**config.mk**
```make
export PLATFORM = sky130hd
export DESIGN_NAME = swu_ram_fifo_ctrl
export DESIGN_NICKNAME = d
export VERILOG_FILES = /design/src/rtl/swu_pkg.sv /design/src/rtl/swu_out_skid.sv /design/src/rtl/swu_ram_fifo_ctrl.sv
export SDC_FILE = /design/constraint.sdc
export NUM_CORES = 1
export LEC_CHECK = 0
export ABC_AREA = 1
export CAP_MARGIN = 20
export CORE_ASPECT_RATIO = 0.5
export CORE_UTILIZATION = 28
export DETAILED_ROUTE_END_ITERATION = 12
export PLACE_DENSITY_LB_ADDON = 0.12
export SETUP_SLACK_MARGIN = 0.1
export SLEW_MARGIN = 20
export SYNTH_ARGS = -nofsm -noshare
export SYNTH_HDL_FRONTEND = slang
export SYNTH_SLANG_ARGS = --single-unit
export TNS_END_PERCENT = 1
```
**constraint.sdc**
```tcl
create_clock -name ap_clk -period 4.44 [get_ports ap_clk]
set_input_delay 0.888 -clock ap_clk [delete_from_list [all_inputs] [get_ports ap_clk]]
set_output_delay 0.888 -clock ap_clk [all_outputs]
set_load 0.02 [all_outputs]
```
**src/rtl/swu_pkg.sv**
```systemverilog
// swu_pkg: default geometry, width ratio and clog2 helper for the sliding-window RAM FIFO
package swu_pkg;
  localparam int DEF_WIDTHA = 16;
  localparam int DEF_WIDTHB = 4;
  localparam int DEF_SIZEA = 256;
  localparam int DEF_ADDRWIDTHB = 10;
  localparam int RATIO = DEF_WIDTHA / DEF_WIDTHB;
  localparam int LEVEL_W = DEF_ADDRWIDTHB + 1;
  function automatic int clog2(input int v);
    int r;
    r = 0;
    while ((1 << r) < v) r++;
    return r;
  endfunction
endpackage

```
**src/rtl/swu_out_skid.sv**
```systemverilog
// swu_out_skid: two-entry narrow output buffer absorbing the RAM read latency (push/din in, valid/dout/cnt out)
module swu_out_skid import swu_pkg::*; #(
  parameter int W = DEF_WIDTHB
) (
  input  logic         ap_clk,
  input  logic         ap_rst_n,
  input  logic         flush,
  input  logic         push,
  input  logic [W-1:0] din,
  input  logic         pop_ready,
  output logic         valid,
  output logic [W-1:0] dout,
  output logic [1:0]   cnt
);
  logic [1:0] cnt_q, cnt_d;
  logic [W-1:0] e0_q, e0_d, e1_q, e1_d;
  logic pop;
  always_comb begin
    valid = cnt_q != 2'd0;
    dout = e0_q;
    cnt = cnt_q;
    pop = valid && pop_ready;
    cnt_d = flush ? 2'd0 : cnt_q + 2'(push) - 2'(pop);
    e0_d = pop ? (cnt_q == 2'd1 ? din : e1_q) : (cnt_q == 2'd0 ? din : e0_q);
    e1_d = push ? din : e1_q;
  end
  always_ff @(posedge ap_clk or negedge ap_rst_n)
    if (!ap_rst_n) begin
      cnt_q <= 2'd0;
      e0_q <= '0;
      e1_q <= '0;
    end else begin
      cnt_q <= cnt_d;
      e0_q <= e0_d;
      e1_q <= e1_d;
    end
endmodule

```
**src/rtl/swu_ram_fifo_ctrl.sv**
```systemverilog
// swu_ram_fifo_ctrl: wide-write/narrow-read circular buffer sequencer driving an external asymmetric dual-port RAM
module swu_ram_fifo_ctrl import swu_pkg::*; #(
  parameter int WIDTHA = DEF_WIDTHA,
  parameter int WIDTHB = DEF_WIDTHB,
  parameter int SIZEA = DEF_SIZEA,
  parameter int ADDRWIDTHA = clog2(SIZEA),
  parameter int SIZEB = SIZEA * (WIDTHA / WIDTHB),
  parameter int ADDRWIDTHB = clog2(SIZEB)
) (
  input  logic                  ap_clk,
  input  logic                  ap_rst_n,
  input  logic                  flush,
  input  logic [WIDTHA-1:0]     s_tdata,
  input  logic                  s_tvalid,
  output logic                  s_tready,
  output logic [WIDTHB-1:0]     m_tdata,
  output logic                  m_tvalid,
  input  logic                  m_tready,
  output logic                  ram_enaA,
  output logic                  ram_weA,
  output logic [ADDRWIDTHA-1:0] ram_addrA,
  output logic [WIDTHA-1:0]     ram_diA,
  output logic                  ram_enaB,
  output logic [ADDRWIDTHB-1:0] ram_addrB,
  input  logic [WIDTHB-1:0]     ram_doB,
  output logic [ADDRWIDTHB:0]   level
);
  localparam int R = WIDTHA / WIDTHB;
  localparam int LW = ADDRWIDTHB + 1;
  logic [ADDRWIDTHA-1:0] wp_q, wp_d;
  logic [ADDRWIDTHB-1:0] rp_q, rp_d;
  logic [LW-1:0] level_q, level_d;
  logic inflight_q, inflight_d, wr, rd, pop;
  logic [1:0] obuf_cnt;
  always_comb begin
    s_tready = ap_rst_n && !flush && level_q <= LW'(SIZEB - R);
    wr = s_tvalid && s_tready;
    pop = m_tvalid && m_tready;
    rd = level_q != '0 && !flush && ({1'b0, obuf_cnt} + {2'b0, inflight_q}) < (3'd2 + {2'b0, pop});
    wp_d = flush ? '0 : wp_q + ADDRWIDTHA'(wr);
    rp_d = flush ? '0 : rp_q + ADDRWIDTHB'(rd);
    level_d = flush ? '0 : level_q + (wr ? LW'(R) : '0) - LW'(rd);
    inflight_d = rd;
    ram_enaA = wr;
    ram_weA = wr;
    ram_addrA = wp_q;
    ram_diA = s_tdata;
    ram_enaB = rd;
    ram_addrB = rp_q;
    level = level_q;
  end
  always_ff @(posedge ap_clk or negedge ap_rst_n)
    if (!ap_rst_n) begin
      wp_q <= '0;
      rp_q <= '0;
      level_q <= '0;
      inflight_q <= 1'b0;
    end else begin
      wp_q <= wp_d;
      rp_q <= rp_d;
      level_q <= level_d;
      inflight_q <= inflight_d;
    end
  swu_out_skid #(.W(WIDTHB)) u_skid (
    .ap_clk(ap_clk),
    .ap_rst_n(ap_rst_n),
    .flush(flush),
    .push(inflight_q),
    .din(ram_doB),
    .pop_ready(m_tready),
    .valid(m_tvalid),
    .dout(m_tdata),
    .cnt(obuf_cnt)
  );
endmodule

```
# == Word level (Yosys, flattened, before mapping) ==
# Cells that the tools add are included.
# classes
muxes,8
n_lt_le_gt_ge,2
n_reduce_logical,11
add_sub_neg,8
bitwise_logic,0
multipliers,0
n_eq_ne,1
n_div,0
shift,0
# ops
op,count
two-way mux 4 bit,3
adder 11 x 3 -> 11 bit,1
<= comparator 11 x 10 -> 1 bit (second input constant),1
two-way mux 11 bit,1
nonzero test 11 bit,1
subtractor 11 x 1 -> 11 bit,1
adder 10 x 1 -> 10 bit,1
two-way mux 10 bit,1
adder 8 x 1 -> 8 bit,1
two-way mux 8 bit,1
logical AND 1 bit,6
nonzero test 2 bit,2
adder 2 x 1 -> 3 bit,1
adder 2 x 1 -> 3 bit (first input constant),1
< comparator 3 bit,1
two-way mux 3 bit,1
adder 2 x 1 -> 2 bit,1
== test 2 x 1 -> 1 bit (second input constant),1
zero test 2 bit,1
two-way mux 2 bit,1
subtractor 2 x 1 -> 2 bit,1
zero test 1 bit,1
# totals
reg_bits,40
romBits,0
mem_bits_rw,0
wordCells,37
output_inout_bits,54
latchBits,0
memories,0

# == Depth between registers and ports, before layout ==
# depth
depth_word,8
depth_mapped,19

# == Modules after synthesis ==
# Synthesis repeated with hierarchy kept, for this count alone.
# unflattened
cells_unflattened,316
hier_area_um2,2529.9
# by_module_without_submodules
module,cells_each,instances,area_per_inst_um2
swu_ram_fifo_ctrl,248,1,2025.7
swu_out_skid,68,1,504.2

# == Worst setup path after synthesis ==
# No wires, ideal clock.
# synth_path
path_kind,in2reg
start,in flush
end,reg level_q[7] (netlist: level[7])
path_slack_ps,1269
cell_stages,14
required_time_ps,4323
n_path_buf,1
t_arrival_ps,3054
cell_sequence,inv_1 clkbuf_1 o21ai_0 nor3b_2 ha_1 inv_1 ha_1 fa_1 nand3_1 nand3_1 a21oi_1 nand2_1 nand2_1 nor2_1
# synth_rtl
element,line,text
from (decl),swu_ram_fifo_ctrl.sv:12,"input logic flush,"
zero test 1 bit,swu_ram_fifo_ctrl.sv:39,"rd = level_q != '0 && !flush && ({1'b0, obuf_cnt} + {2'b0, inflight_q}) < (3'd2 + {2'b0, pop});"
logical AND 1 bit (2 in series),swu_ram_fifo_ctrl.sv:39,
named net ram_enaB,swu_ram_fifo_ctrl.sv:23,"output logic ram_enaB,"
subtractor 11 x 1 -> 11 bit,swu_ram_fifo_ctrl.sv:42,level_d = flush ? '0 : level_q + (wr ? LW'(R) : '0) - LW'(rd);
two-way mux 11 bit,swu_ram_fifo_ctrl.sv:42,
named net level_d[7],swu_ram_fifo_ctrl.sv:32,"logic [LW-1:0] level_q, level_d;"
to (signal assigned),swu_ram_fifo_ctrl.sv:61,level_q <= level_d;
to (decl),swu_ram_fifo_ctrl.sv:32,
# The timed path passes the listed nets, and every way through them passes these cells.
# A chain may end at the register's enable or synchronous reset.

# == Worst setup path in the final report ==
# layout_path
start,in flush
end,out ram_enaB
# layout_between
elab_chain_cells,3
# layout_lines
element,line
zero test 1 bit,swu_ram_fifo_ctrl.sv:39
logical AND 1 bit (2 in series),swu_ram_fifo_ctrl.sv:39
to (decl),swu_ram_fifo_ctrl.sv:23
# No other way between the ends.

==> impl_results.md <==
* # Post-CTS Setup Buffers at 0
* Vias at between 1.5k and 2k
* # fillers at 864
* Drt wl/cell at 12.3 µm
* Slew HR at 64.4%
* RSZ-0062 raised after global routing: no
* Drt initial violations at 66
* Synth cell types at 24
* TritonCTS buffer count at 5
* Final Max Tran Viols at 0
* Mapped Avg Cell Area at 8.24 µm²
* P_sw at 0.843 mW
* Diodes inserted at 0
* Input/output buffers at 46
* Vias per cell at between 4 and 5
* CTS tree: yes
* Switching share of power at a little over two fifths
* First drt pass iteration count at 4
* Comb power frac at 51.9%
* Sequential power share at 29.4%
* Storage element area at between 0.001 and 0.0015 mm²
* Layout cells sized above 1 at between 5 and 6%
* Die height at between 60 and 70 µm
* Area Overhead vs Synth at 25.1%
* Maximum VDD drop at 0.312 mV
* Row cnt at 23
* Hold WS at 0.515 ns
* Max clock buf depth at 2
* Initial antenna violation count at 0
* CTS resizes at 0
* Hold Fails Final Rpt at 0
* Setup TNS at 0 ns
* Worst setup path category: input port to primary output
* Area of the multi-input gates at 0.00115 mm²
* Worst Path Required at ~3.6 ns
* Pint at approximately 1.1 mW
* Die width at ~140 µm
* Kind of end point of the critical path: primary output
* R2R depth at 14
* Core Util, Final at 37.4%
* Max Freq at around 280 MHz
* Final WL at 5.53 mm
* Synthesized flop and latch total at 40
* Die area at 0.00926 mm²
* Final Net Count at approximately 390
* Yosys warning count at 0
* Crit path max fanout at 10
* Power per cell area at between 600 and 700 mW/mm²
* Clock slew at reported path FFs at 0.06 ns
* Starting density of the core at 29.9%
* Post-Synthesis Net Count at around 360
* Mapped Cells at 301
* Core Box Area at 0.00829 mm²
* CTS root buf: clkbuf_16
* Total grt overflow at 0
* Sequential cell area fraction in the yosys report at 40.4%
* GP Congestion at 0.812
* Max Clock Skew at about 0.005 ns
* GRT Total Usage at between 10% and 20%
* H-Tree Depth at 2
* Critical Path AT at 2.72 ns
* First-pass GRT wire length at 9.43 mm
* Final Cycle Share at 81.2%
* Worst setup SP type: input port
* Post-Syn Area at about 0.0025 mm²
* Hold Path Depth at 1
* Max-cap violations at 0
* Vias in the first global route at 2,002
* Fin crit period at 3.60 ns
* LEAKAGE at 1.52 nW
* # IOs at 79
* Setup violators final at 0
* # hold bufs at CTS at 0
* Worst-Skew Late Latency at 0.29 ns
* Worst-Margin Slew at 0.534 ns
* Post-DRT Antenna Nets at 0
* Clock sinks at 40
* Worst min path class: register to register
* DRC at 0
* Clock power share at 18.7%
* Largest net degree at the start of global routing at 41
* Post-DP HPWL at 4.14 mm
* Status: finished, final reports clean
==> through the flow <==
step | power (mW) | cell area (µm²) | std cells | worst slack [ns]
after global routing | 2.14 | 3100 | 450 | 0.694
after floorplan | 1.27 | 2480 | 301 | 1.27
final | 1.94 | 3100 | 450 | 0.835
after detailed placement | 1.60 | 2960 | 442 | 0.783
after global placement | 1.60 | 2960 | 442 | 0.864
after CTS | 1.98 | 3100 | 450 | 0.778
==> cell usage after synthesis <==
cell / n / area, µm²
fa_1: 1 / 20.0
xor2_1: 3 / 26.3
dfrtp_1: 40 / 1000
buf_2: 1 / 5.00
inv_2: 1 / 3.75
nand2_1: 46 / 173
buf_4: 17 / 128
o21bai_1: 1 / 7.51
o21ai_0: 19 / 95.1
and2_1: 1 / 6.26
nor3_2: 1 / 10.0
nor2_1: 38 / 143
nand2_4: 2 / 22.5
xnor2_1: 1 / 8.76
ha_1: 29 / 363
inv_1: 50 / 188
nand4_1: 3 / 18.8
nor3_1: 3 / 15.0
nor3b_2: 1 / 12.5
o211ai_1: 4 / 30.0
a21oi_1: 19 / 95.1
nand3_1: 17 / 85.1
a21oi_4: 1 / 16.3
clkbuf_1: 2 / 7.51
==> cell type report <==
type	instances	share of cell area [%]
multi-input cells	190	37.0
flip-flops and latches	40	32.3
repair buffers	49	15.4
inverters	51	6.17
well taps	112	4.52
clock buffers	5	4.03
clock inverters	3	0.605
==> power groups by stage <==
stage               clock network (mW)  logic (mW)  registers, mW
floorplan                            0       0.632          0.638
global placement                     0        1.02          0.576
detailed placement                   0        1.02          0.580
CTS                              0.378        1.03          0.574
global route                     0.391        1.15          0.595
finish                           0.362        1.01          0.570
==> final timing paths <==
| check | start | end | slack, ns |
|---|---|---|---|
| max in group asynchronous | ap_rst_n | level[9]$_DFF_PN0_ | 3.34 |
| min | ram_addrA[2]$_DFF_PN0_ | ram_addrA[2]$_DFF_PN0_ | 0.52 |
| max reg2reg | inflight_q$_DFF_PN0_ | level[7]$_DFF_PN0_ | 1.56 |
| max | flush | ram_enaB | 0.84 |
| min reg2reg | ram_addrA[2]$_DFF_PN0_ | ram_addrA[2]$_DFF_PN0_ | 0.52 |
| min in group asynchronous | ap_rst_n | level[6]$_DFF_PN0_ | 0.73 |
==> flip-flops by register name, summed over array words and instances (netlist names) <==
signal       count
u_skid.e1_q      4
level           11
u_skid.dout      4
ram_addrA        8
ram_addrB       10
inflight_q       1
u_skid.cnt       2
==> cells in the final DEF, fill, tap and decap left out, types with 2 or more instances in the layout <==
cell type        Yosys  routed
inv_1               50      50
nand2_1             46      46
clkdlybuf4s50_1      0      45
dfrtp_1             40      40
nor2_1              38      38
ha_1                29      29
o21ai_0             19      19
a21oi_1             19      19
nand3_1             17      17
clkbuf_16            0       5
o211ai_1             4       4
nand4_1              3       3
xor2_1               3       3
nor3_1               3       3
buf_4               17       3
nand2_4              2       2
clkinv_2             0       2
==> critical path: stages <==
cell and delay [ns]:
clkdlybuf4s50_1 0.42, inv_1 0.24, o21ai_0 0.20, nor3b_2 0.30
clkdlybuf4s50_1 0.66
==> cell families (layout without fill, tap and decap cells) <==
| kind of cell | after synthesis | after routing | share of synthesized area, % |
|---|---|---|---|
| AO/OA/AOI/OAI | 44 | 44 | 9.84 |
| XOR/XNOR | 4 | 4 | 1.41 |
| adder cells (fa/ha/maj) | 30 | 30 | 15.4 |
| buffers and inverters | 71 | 108 | 13.4 |
| flip-flops | 40 | 40 | 40.4 |
| AND/OR/NAND/NOR | 112 | 112 | 19.6 |
==> per-layer routing <==
layer  global-route usage (%)  wire length [µm]
met5                        0                 0
met4                     6.60                97
met3                     3.87               317
met2                     23.3              2510
met1                     16.3              2610
No activity file was read; power rests on OpenSTA's default activity.
